<file path="config.mk">
export PLATFORM = sky130hd
export DESIGN_NAME = up_counter
export DESIGN_NICKNAME = d
export VERILOG_FILES = /design/src/rtl/counter_pkg.sv /design/src/rtl/up_counter.sv
export SDC_FILE = /design/constraint.sdc
export NUM_CORES = 1
export LEC_CHECK = 0
export CORE_AREA = 2 2 39 41
export DETAILED_ROUTE_END_ITERATION = 8
export DIE_AREA = 0 0 41 43
export HOLD_SLACK_MARGIN = 0.02
export PLACE_DENSITY = 0.68
export SYNTH_ARGS = -nofsm -noshare
export SYNTH_HDL_FRONTEND = slang
export SYNTH_SLANG_ARGS = --single-unit
</file>
<file path="constraint.sdc">
create_clock -name CLK -period 1.5 [get_ports CLK]
set_clock_uncertainty 0.1 [all_clocks]
set_input_delay 0.225 -clock CLK [delete_from_list [all_inputs] [get_ports CLK]]
set_output_delay 0.225 -clock CLK [all_outputs]
set_load 0.05 [all_outputs]
</file>
<file path="src/rtl/counter_pkg.sv">
// rtl/counter_pkg.sv - shared types and load-clamp helper for the up counter
package counter_pkg;

  localparam int CTR_WIDTH_DEF = 8;

  typedef logic [CTR_WIDTH_DEF-1:0] ctr_t;

  // Operates on 32 bits so every legal WIDTH can share it after zero-extension.
  function automatic logic [31:0] clamp_load(input logic [31:0] d, input logic [31:0] max);
    return (d > max) ? max : d;
  endfunction

endpackage

</file>
<file path="src/rtl/up_counter.sv">
// rtl/up_counter.sv - up counter with enable, clamped load and terminal count
// Optional COUNTER_SAT_EN: hold at MAX_VAL instead of wrapping, with a SAT pulse output.
module up_counter
  import counter_pkg::*;
#(
  parameter int               WIDTH   = CTR_WIDTH_DEF,
  parameter logic [WIDTH-1:0] MAX_VAL = {WIDTH{1'b1}}
) (
  input  logic             CLK,
  input  logic             RST,
  input  logic             EN,
  input  logic             LD,
  input  logic [WIDTH-1:0] D,
`ifdef COUNTER_SAT_EN
  output logic             SAT,
`endif
  output logic [WIDTH-1:0] ctr,
  output logic             TC
);

  logic [WIDTH-1:0] ctr_q, ctr_d;
  logic             at_max;

  assign at_max = (ctr_q == MAX_VAL);

`ifdef COUNTER_SAT_EN
  logic sat_q, sat_d;
`endif

  always_comb begin
    ctr_d = ctr_q;
`ifdef COUNTER_SAT_EN
    sat_d = 1'b0;
`endif
    if (LD) begin
      ctr_d = WIDTH'(clamp_load(32'(D), 32'(MAX_VAL)));
    end else if (EN) begin
      if (at_max) begin
`ifdef COUNTER_SAT_EN
        sat_d = 1'b1;
`else
        ctr_d = '0;
`endif
      end else begin
        ctr_d = ctr_q + 1'b1;
      end
    end
  end

  always_ff @(posedge CLK) begin
    if (!RST) begin
      ctr_q <= '0;
    end else begin
      ctr_q <= ctr_d;
    end
  end

`ifdef COUNTER_SAT_EN
  always_ff @(posedge CLK) begin
    if (!RST) begin
      sat_q <= 1'b0;
    end else begin
      sat_q <= sat_d;
    end
  end

  assign SAT = sat_q;
`endif

  assign ctr = ctr_q;
  assign TC  = at_max;

  // Control strobes must be resolved whenever the counter is out of reset.
  a_ctrl_known: assert property (@(posedge CLK) RST |-> !$isunknown({EN, LD}));

endmodule

</file>
=== After elaboration in Yosys (flattened, before gate mapping) ===
Cells that the tools add are included.

* $add $sub $neg: 1
* Eq/ne operators: 1
* Mux-type cells: 3
* Reduce and logical (&&, ||, !) cells: 1

{| class="wikitable"
|+ Operator list
! kind !! count
|-
| 8-bit 2-to-1 mux || 3
|-
| 8-bit by 1-bit adder with 8-bit output, second input constant || 1
|-
| 8-bit == test, second input constant || 1
|-
| 2-bit nonzero test || 1
|}

* Bits in registers: 8
* Bits of input ports: 12

=== Depth between registers and ports, before layout ===
* Depth after elaboration: 4
* Gate-level depth with buffers: 5
* Mapped depth without buffers: 5

=== Least setup slack after synthesis ===
No wires, ideal clock.

* Path type: register to output
* Start point: register ctr_q[0] (netlist: ctr[0])
* End point: output port TC
* Data arrival time: 1.735 ns
* Setup slack: -0.560 ns
* Cell stages (with the launch flop): 4
* Path buffers: 0
* Path through: dfxtp_1 ha_1 nand3_1 nor2_1

* Cells in the longest elaborated chain, start to end: 1

{| class="wikitable"
|+ RTL lines
! item !! line !! text
|-
| start, declared || up_counter.sv:21 || <nowiki>logic [WIDTH-1:0] ctr_q, ctr_d;</nowiki>
|-
| start signal, assigned || up_counter.sv:54 || <nowiki>ctr_q <= ctr_d;</nowiki>
|-
| 8-bit == test || up_counter.sv:24 || <nowiki>assign at_max = (ctr_q == MAX_VAL);</nowiki>
|-
| end, declared || up_counter.sv:18 || <nowiki>output logic TC</nowiki>
|}

Every way passes these cells.

=== Final worst setup path ===
* Start point: register ctr_q[0] (netlist: ctr[0])
* End point: register ctr_q[0] (netlist: ctr[0])

* Cells in the longest elaborated chain, start to end: 4
* Elaborated cells on any way between the ends: 5
* Classes of those cells: add/sub (1); eq/ne (1); mux (3)

{| class="wikitable"
|+ RTL lines
! item !! line !! text
|-
| 8-bit by 1-bit adder with 8-bit output / 8-bit == test (equally long branches) || up_counter.sv:45, up_counter.sv:24 ||
|-
| 8-bit 2-to-1 mux * || up_counter.sv:38 || <nowiki>if (at_max) begin</nowiki>
|-
| 8-bit 2-to-1 mux * || up_counter.sv:37 || <nowiki>end else if (EN) begin</nowiki>
|-
| 8-bit 2-to-1 mux * || up_counter.sv:35 || <nowiki>if (LD) begin</nowiki>
|}

Every way passes the cells marked *; elsewhere a longest branch is shown, timed or not. The select of a mux whose other input is x is not followed.
A chain may end at the register's enable or synchronous reset.

==> results.md <==
- Status: complete, no violations
- Unrepaired setup endpoints after global routing: yes
- Sequential share of power: 0.364
- Peak VDD IR: about 0.00036 V
- Maximum clock path buffer count: 2
- Max transition margin: 0.793
- Starting Density: 0.329
- Largest net degree at the start of global routing: 10
- FMAX: 0.686 GHz
- Initial drt markers: 17
- Final core occ: 0.700
- TNS Setup: 0 ns
- Clk Latency, worst-skew pair: about 0.26 ns
- Cts bufs inserted: 3
- Seq cells post-synth: 8
- Combinational Power Share: 0.381
- Die ar.: 1760 µm²
- Final Non-Filler Cells: about 110
- Number of global-route vias before repair: between 500 and 600
- Switching part of the total: 0.314
- DR pass1 iterations: 4
- First-pass GRT wire length: 2.35 mm
- Die Y: 43 µm
- Final nets: 110
- Power Total: 663 µW
- P_sw: between 200 and 250 µW
- Worst hold start: D[2]
- CTS tree: built
- Crit path time final: approximately 1.5 ns
- CP Capture Type: register
- H-tree lvl count: 1
- Largest register FFs: 8
- FP Rows: 14
- Remaining DRCs: 0
- Max_cap viols: 0
- RD Place Congestion: approximately 0.85
- Path type of the worst min-delay path: input port to register
- Lkg Pwr: between 0.0003 and 0.0004 µW
- Gr ovfl total: 0
- Pins Over Slew Limit: 0
- Internal power: roughly 450 µW
- P per Cell Area: 684 nW/µm²
- Post-synth net total: 69
- Antenna fix cells: 0
- I/O pins: 21
- Detail Placement HPWL: around 1.1 mm
- Crit path launch: ctr[0]$_SDFFE_PN0P_
- Slew at the pin with the worst max-slew slack: approximately 0.31 ns
- R2R Setup Slk: approximately 0.043 ns
- Post-route antenna net violation count: 0
- Clk pwr share: 0.254
- Vias: about 570
- Worst EP arrival: 1.50 ns
- Post-Syn Instances: 56
- Clock sink count: 8
- Synth Cell Area: between 400 and 500 µm²
- Initial antenna violation count: 0
- WP data required: around 1.5 ns
- Sequential-to-total area share from yosys stat: 0.352
- Final setup fails: 0
- Vias per Instance: 5.10
- Total core area: roughly 1400 µm²
- CTS Hold Bufs: 0
- Die X-Extent: ~40 µm
- CTS root buf: clkbuf_4
- Layout cells sized above 1: 0.463
- Drt wl/cell: approximately 14 µm
- Gr usage total: 0.199
- Synth-to-Final Area Change: 113%
- Synth unique cells: 23
- Synth Warn #: 0
- Syn_area_per_cell: about 8 µm²
- Placed insts: about 110
- Setup CP Type: register to register
- CP Max Fanout: 3
- Final wirelength: around 1.5 mm
- R2r startpoint: ctr[0]$_SDFFE_PN0P_
- Critical Path Start Type: register
- Port bufs: 20
- Fin crit share: 0.971
- Final hold violation count: 0
- Reg clk slew, reported paths: about 0.06 ns
==> layout by cell type, fill, tap and decap left out, drive strengths merged, types with 3 or more instances in the layout <==
| master | instances |
|---|---|
| xnor2 | 3 |
| xor2 | 3 |
| clkbuf | 3 |
| nor3b | 3 |
| nand4 | 3 |
| clkdlybuf4s50 | 11 |
| nor2 | 9 |
| buf | 27 |
| dfxtp | 8 |
| a21oi | 5 |
==> critical path, stage by stage (launching register included) <==
cell	delay (ns)
dfxtp_4	0.36
ha_4	0.15
nand3_4	0.08
o211ai_1	0.31
buf_4	0.17
o21ai_2	0.04
and2_1	0.14
==> worst paths after layout <==
path,to,depth (start not counted)
setup / recovery,ctr[0]$_SDFFE_PN0P_,6
hold reg to reg,ctr[5]$_SDFFE_PN0P_,3
hold / removal,ctr[2]$_SDFFE_PN0P_,3
setup reg to reg,ctr[0]$_SDFFE_PN0P_,6
==> layer usage <==
metal	wire length, µm	track usage	part of all wire	vias up
li1	-	-	-	279
met1	611	0.244	0.40	259
met2	787	0.303	0.52	26
met3	104	0.0366	0.069	2
met4	14	0.120	0.0092	0
met5	0	0	0	-
==> final cells by class <==
cell class	count	area, µm²
well taps	16	20.0
flip-flops and latches	8	178
inverters	2	7.51
repair buffers	38	425
multi-input cells	44	315
clock buffers	3	22.5
fillers	112	415
==> kinds of logic after synthesis <==
logic type	synth area share
flops	0.352
mux	0.0440
simple gates	0.245
compound gates	0.181
xor+xnor	0.115
buf+inv	0.0357
fa+ha+maj	0.0275
==> synth_stat cells <==
cell      instances  share of area
nor2_1            9          0.074
dfxtp_1           8           0.35
a21oi_1           5          0.055
nand4_1           3          0.041
nor3b_1           3          0.049
xnor2_1           3          0.058
xor2_1            3          0.058
inv_1             2          0.016
mux2i_1           2          0.044
nand2_1           2          0.016
nand3_1           2          0.022
o21ai_0           2          0.022
o22ai_1           2          0.027
a211oi_2          1          0.027
a22oi_1           1          0.016
and2_1            1          0.014
and3_1            1          0.014
buf_2             1          0.011
clkbuf_1          1         0.0082
ha_1              1          0.027
o211ai_1          1          0.016
o21a_1            1          0.016
or2_2             1          0.014
==> power groups by stage <==
stage / sequential, µW / combinational, µW / clock [µW]
2_1_floorplan: 297 / 48.4 / 0
3_3_place_gp: 242 / 240 / 0
4_1_cts: 240 / 246 / 178
5_1_grt: 243 / 266 / 187
3_5_place_dp: 243 / 243 / 0
6_report: 241 / 253 / 169
==> stage by stage <==
stage               setup WS (ns)  instance area (µm²)  hold slack, ns
floorplan                  0.0264                  478           0.246
global placement          -0.0599                  915           0.527
detailed placement        -0.0598                  915           0.556
CTS                       0.00856                  950           0.469
global route              -0.0153                  968           0.493
finish                     0.0430                  968           0.474
==> timing repair <==
action | in CTS | in global routing
pin swaps | 2 | 5
resized for setup | 4 | 3
buffers inserted | 0 | 1
setup endpoints to repair | 1 | 2
No activity file was read; power rests on OpenSTA's default activity.
